**src/rtl/bnn_pkg.sv**
```systemverilog
// bnn_pkg: shared top-level state encoding and network geometry constants
package bnn_pkg;
  typedef enum logic [2:0] {
    s_IDLE    = 3'd0,
    s_LOAD    = 3'd1,
    s_LAYER_1 = 3'd2,
    s_LAYER_2 = 3'd3,
    s_LAYER_3 = 3'd4
  } state_t;
  localparam int IMG_DIM   = 28;
  localparam int N_KERN    = 8;
  localparam int KERN_DIM  = 3;
  localparam int WGT_BEATS = 9;
  localparam int PIX_BEATS = 98;
endpackage

```
**src/rtl/stream_xor_check.sv**
```systemverilog
// stream_xor_check: running XOR of accepted beats, compared against a final checksum beat
module stream_xor_check #(
  parameter int W = 8
) (
  input  logic         clk,
  input  logic         rst_n,
  input  logic         clr,
  input  logic         en,
  input  logic [W-1:0] data,
  output logic         match
);
  logic [W-1:0] acc;
  // accumulate every payload beat; cleared between loads
  always_ff @(posedge clk)
    if (!rst_n || clr) acc <= '0;
    else if (en) acc <= acc ^ data;
  assign match = acc == data;
endmodule

```
**src/rtl/pixel_loader.sv**
```systemverilog
// pixel_loader: deserialises the load byte stream into binary kernels and image; optional checksum via LOADER_CHECKSUM_EN
module pixel_loader
  import bnn_pkg::*;
#(
  parameter int BEAT_W = 8
) (
  input  logic                                                clk,
  input  logic                                                rst_n,
  input  state_t                                              state,
  input  logic                                                in_valid,
  input  logic [BEAT_W-1:0]                                   in_data,
  output logic                                                in_ready,
  output logic [IMG_DIM-1:0][IMG_DIM-1:0]                     pixels,
  output logic [N_KERN-1:0][KERN_DIM-1:0][KERN_DIM-1:0]       weights,
  output logic                                                done,
  output logic                                                load_err
);
`ifdef LOADER_CHECKSUM_EN
  typedef enum logic [2:0] {L_IDLE, L_WGT, L_PIX, L_CHK, L_DONE} ls_t;
`else
  typedef enum logic [2:0] {L_IDLE, L_WGT, L_PIX, L_DONE} ls_t;
`endif
  ls_t ls;
  logic [6:0] cnt;
  logic [N_KERN*KERN_DIM*KERN_DIM-1:0] wgt_q;
  logic [IMG_DIM*IMG_DIM-1:0] pix_q;
  logic acc;
  logic last_w, last_p;
`ifdef LOADER_CHECKSUM_EN
  logic ck_ok;
  assign in_ready = (ls == L_WGT || ls == L_PIX || ls == L_CHK) && state == s_LOAD;
  stream_xor_check #(.W(BEAT_W)) u_chk (
    .clk   (clk),
    .rst_n (rst_n),
    .clr   (ls == L_IDLE),
    .en    (acc && ls != L_CHK),
    .data  (in_data),
    .match (ck_ok)
  );
`else
  assign in_ready = (ls == L_WGT || ls == L_PIX) && state == s_LOAD;
  assign load_err = 1'b0;
`endif
  assign acc    = in_valid && in_ready;
  assign last_w = cnt == 7'(WGT_BEATS - 1);
  assign last_p = cnt == 7'(PIX_BEATS - 1);
  // loader sequencing: phase, beat counter and sticky status flags
  always_ff @(posedge clk) begin
    if (!rst_n) begin
      ls   <= L_IDLE;
      cnt  <= '0;
      done <= 1'b0;
`ifdef LOADER_CHECKSUM_EN
      load_err <= 1'b0;
`endif
    end else if (state == s_IDLE && ls != L_IDLE) begin
      ls   <= L_IDLE;
      cnt  <= '0;
      done <= 1'b0;
`ifdef LOADER_CHECKSUM_EN
      load_err <= 1'b0;
`endif
    end else begin
      case (ls)
        L_IDLE: if (state == s_LOAD) begin
          ls  <= L_WGT;
          cnt <= '0;
        end
        L_WGT: if (acc) begin
          ls  <= last_w ? L_PIX : L_WGT;
          cnt <= last_w ? '0 : cnt + 7'd1;
        end
        L_PIX: if (acc) begin
          cnt <= last_p ? '0 : cnt + 7'd1;
`ifdef LOADER_CHECKSUM_EN
          ls  <= last_p ? L_CHK : L_PIX;
`else
          ls   <= last_p ? L_DONE : L_PIX;
          done <= last_p;
`endif
        end
`ifdef LOADER_CHECKSUM_EN
        L_CHK: if (acc) begin
          ls       <= L_DONE;
          done     <= 1'b1;
          load_err <= !ck_ok;
        end
`endif
        default: ;
      endcase
    end
  end
  // buffer writes: each accepted beat lands LSB-first at offset cnt*8 of its phase
  always_ff @(posedge clk) begin
    if (!rst_n) begin
      wgt_q <= '0;
      pix_q <= '0;
    end else if (acc && ls == L_WGT) wgt_q[{cnt[3:0], 3'b000} +: BEAT_W] <= in_data;
    else if (acc && ls == L_PIX) pix_q[{cnt, 3'b000} +: BEAT_W] <= in_data;
  end
  for (genvar r = 0; r < IMG_DIM; r++)
    for (genvar c = 0; c < IMG_DIM; c++)
      assign pixels[r][c] = pix_q[r*IMG_DIM+c];
  for (genvar n = 0; n < N_KERN; n++)
    for (genvar r = 0; r < KERN_DIM; r++)
      for (genvar c = 0; c < KERN_DIM; c++)
        assign weights[n][r][c] = wgt_q[n*KERN_DIM*KERN_DIM+r*KERN_DIM+c];
endmodule

```
**config.mk**
```make
export PLATFORM = sky130hd
export DESIGN_NAME = pixel_loader
export DESIGN_NICKNAME = d
export VERILOG_FILES = /design/src/rtl/bnn_pkg.sv /design/src/rtl/stream_xor_check.sv /design/src/rtl/pixel_loader.sv
export SDC_FILE = /design/constraint.sdc
export NUM_CORES = 2
export LEC_CHECK = 0
export CAP_MARGIN = 10
export CELL_PAD_IN_SITES_DETAIL_PLACEMENT = 2
export CELL_PAD_IN_SITES_GLOBAL_PLACEMENT = 2
export CORE_MARGIN = 2
export CORE_UTILIZATION = 30
export CTS_CLUSTER_SIZE = 28
export DETAILED_ROUTE_END_ITERATION = 12
export PLACE_DENSITY_LB_ADDON = 0.1
export SLEW_MARGIN = 40
export SYNTH_ARGS = -nofsm -noshare
export SYNTH_HDL_FRONTEND = slang
export SYNTH_SLANG_ARGS = --single-unit
export TNS_END_PERCENT = 10
```
**constraint.sdc**
```tcl
create_clock -name clk -period 3.7 [get_ports clk]
set_input_delay 0.37 -clock clk [delete_from_list [all_inputs] [get_ports clk]]
set_output_delay 0.37 -clock clk [all_outputs]
set_load 0.1 [all_outputs]
```
==> run metrics <==
design area 44100 um2; Vias 29.2k; CTS tree built; Final Net Count about 4.3k; DR DRC count 0; commonest cells in the netlist 893 x nand2_1, 866 x dfxtp_1, 829 x mux2i_1; initial antenna violation count 6; first-pass GRT wire length around 240000 um; wirelength, routed roughly 170000 um; Pleak between 15 and 20 nW; total power after layout 20.3 mW; final setup vio count 0; synthesis-to-layout area growth 29.8%; FMAX around 300 MHz; Crit Path Class flip-flop to flip-flop; largest area contributor in the netlist dfxtp_1; Worst EP required between 4 and 5 ns; Post-Synth Simple-Gate Area 18.9%; core area ~110000 um2; DR pass1 iterations 5; Synth Area in Compound Gates 2.35%; FF-to-FF path depth 9; drt via density 4.99; largest net degree at the start of global routing 169; Cell Area, Synth between 30000 and 40000 um2; top fanout value on the critical path 10; arrival time worst endpoint 3.94 ns; Startpoint Class flip-flop; status complete, no violations; post-CTS setup buffer count 0; post-detail-place hpwl about 130000 um; Synth async-reset ratio 0%; H-Tree Depth 3; Post-synth EDFFs 0; post-cts sizing count 0; worst-margin pin slew 0.880 ns; standard-cell rows 123; total die area 116000 um2; mux contribution to synthesized area 24.4%; Starting Density between 30% and 40%; CTS Buf Count slightly above 100; syn avg cell area 9.98 um2; largest family of logic cells by synthesized area multiplexers; setup tns final 0 ns; Post-Syn Nets ~3.4k; relative slew slack around two fifths; routed len/inst 28.5 um; Overall Global Routing Usage 27.9%; Max VDD drop 313 uV; top-count cell post-synth nand2_1; antenna viol nets, final 0; Hold Crit Class input port to flip-flop; die width 341 um; Synthesis Warnings 0; hold-critical path depth 3; MaxCap Viol Count 0; Main synth FF type dfxtp_1; clk_lat worst skew about 0.7 ns; power per cell area between 400 and 500 nW/um2; Sink Count 866; final setup margin 0.367 ns; port bufs 871; pre-CTS WS 0.430 ns; Synth Area in XOR/XNOR 0.0736%; Clock Path Buffers 3; count of final max-slew check failures 0; unrepaired setup endpoints after global routing false; Seq cells post-synth between 800 and 900; Final Critical Period 3.33 ns; post-synthesis cell type count a little over 70; vias in the first global route 30.8k; Synth Instances 3405; GRT overflow 0; placed instance area 40600 um2; Post-Synth Adder-Cell Area less than 1%; hold buffers post-CTS 0; root buffer selected by CTS clkbuf_16; fin crit share approximately 90%; iteration-0 DRC count of the detailed router about 1.6k; IO Pins 873; final hold violations 0; Die Span Y ~340 um; clock slew at reported path FFs 0.06 ns; ranking of synthesized cells by area dfxtp_1 51%, mux2i_1 24%, nand2_1 9.9%; fill cell count 12.3k; Yosys top cell area share 51.0%; clock skew 0.0152 ns; Crit. End Element flip-flop; gpl congestion approximately 0.86; post-synthesis sequential area ratio between 50% and 60%; share of cells above drive strength 1 29.4%
where the power goes:
| group | internal, mW | switching [mW] |
|---|---|---|
| Clock | 6.37 | 4.20 |
| Sequential | 9.32 | 0.000526 |
| Combinational | 0.0642 | 0.337 |
flip-flops by register name (all words and copies together), names as in the netlist:
register	count
cnt	7
done	1
ls	2
pixels	784
weights	72
kinds of logic (layout without fill, tap and decap cells):
kind of cell    count (synthesis)  in the layout
mux                           829            829
buf+inv                       249           1203
flops                         866            866
simple gates                 1350           1350
fa+ha+maj                       8              8
compound gates                100            100
xor+xnor                        2              2
other cells                     1              3
path summary, 6_finish.rpt:
check                           slack (ns)     endpoint   startpoint
worst min register to register        0.45  pixels[669]  pixels[669]
worst min-delay path                  0.12  pixels[223]        rst_n
worst max-delay path                  0.37   pixels[22]       cnt[0]
worst max register to register        0.37   pixels[22]       cnt[0]
worst max-delay path, cell delays in order (launching register included):
cell	delay, ns
dfxtp_1	0.33
inv_1	0.09
ha_1	0.23
buf_4	0.17
or2_0	0.41
o21ai_2	0.47
nand3_1	0.42
buf_4	0.32
nor3_4	0.54
mux2i_1	0.27
layout by cell type, fill, tap and decap left out, types with 5 or more instances in the layout:
cell             count
nand2_1            885
dfxtp_1            865
buf_2              856
mux2i_1            829
buf_4              124
nor2_1             112
nand3_1            111
clkbuf_16          102
nor3_4              40
nand4_1             35
clkbuf_8            27
clkbuf_1            24
or3_1               22
nor2_4              20
o311ai_0            19
o31ai_1             19
and2_1              18
clkinv_2            15
and3_1              15
inv_1               12
nor3_1              12
nor2_2              12
nand3_2             12
clkdlybuf4s50_1     12
bufinv_16           11
nand2_2              9
o2bb2ai_1            9
a21oi_1              8
ha_1                 8
buf_12               8
nand2b_1             7
or2_2                6
nor2b_1              5
o21ai_0              5
nand3_4              5
o211a_1              5
inv_6                5
metrics by stage:
step	cells	utilization, %	hold WS [ns]
after floorplan	3405	-	0.449
after global placement	5670	39.8	0.441
after detailed placement	5673	36.1	0.446
after CTS	5859	39.2	0.0766
after global routing	5859	39.2	0.120
final	5861	39.2	0.116
per-layer routing:
layer	GRT usage, %	wire (um)	vias to the layer above
li1	-	-	13313
met1	33.5	69000	14971
met2	49.1	83100	754
met3	6.37	9620	193
met4	8.65	5060	4
met5	0	27	-
area by class of cell:
| class | count | area, um2 | area share, % |
|---|---|---|---|
| clock inverter | 33 | 475 | 1.08 |
| antenna | 2 | 5.00 | 0.0113 |
| clock buffer | 153 | 3010 | 6.83 |
| inverter | 14 | 53.8 | 0.122 |
| timing repair buffer | 1003 | 5540 | 12.6 |
| tap | 1500 | 1880 | 4.26 |
| sequential | 866 | 17300 | 39.3 |
| multi-input combinational | 2290 | 15800 | 35.8 |
Power figures use the tool's default switching activity.
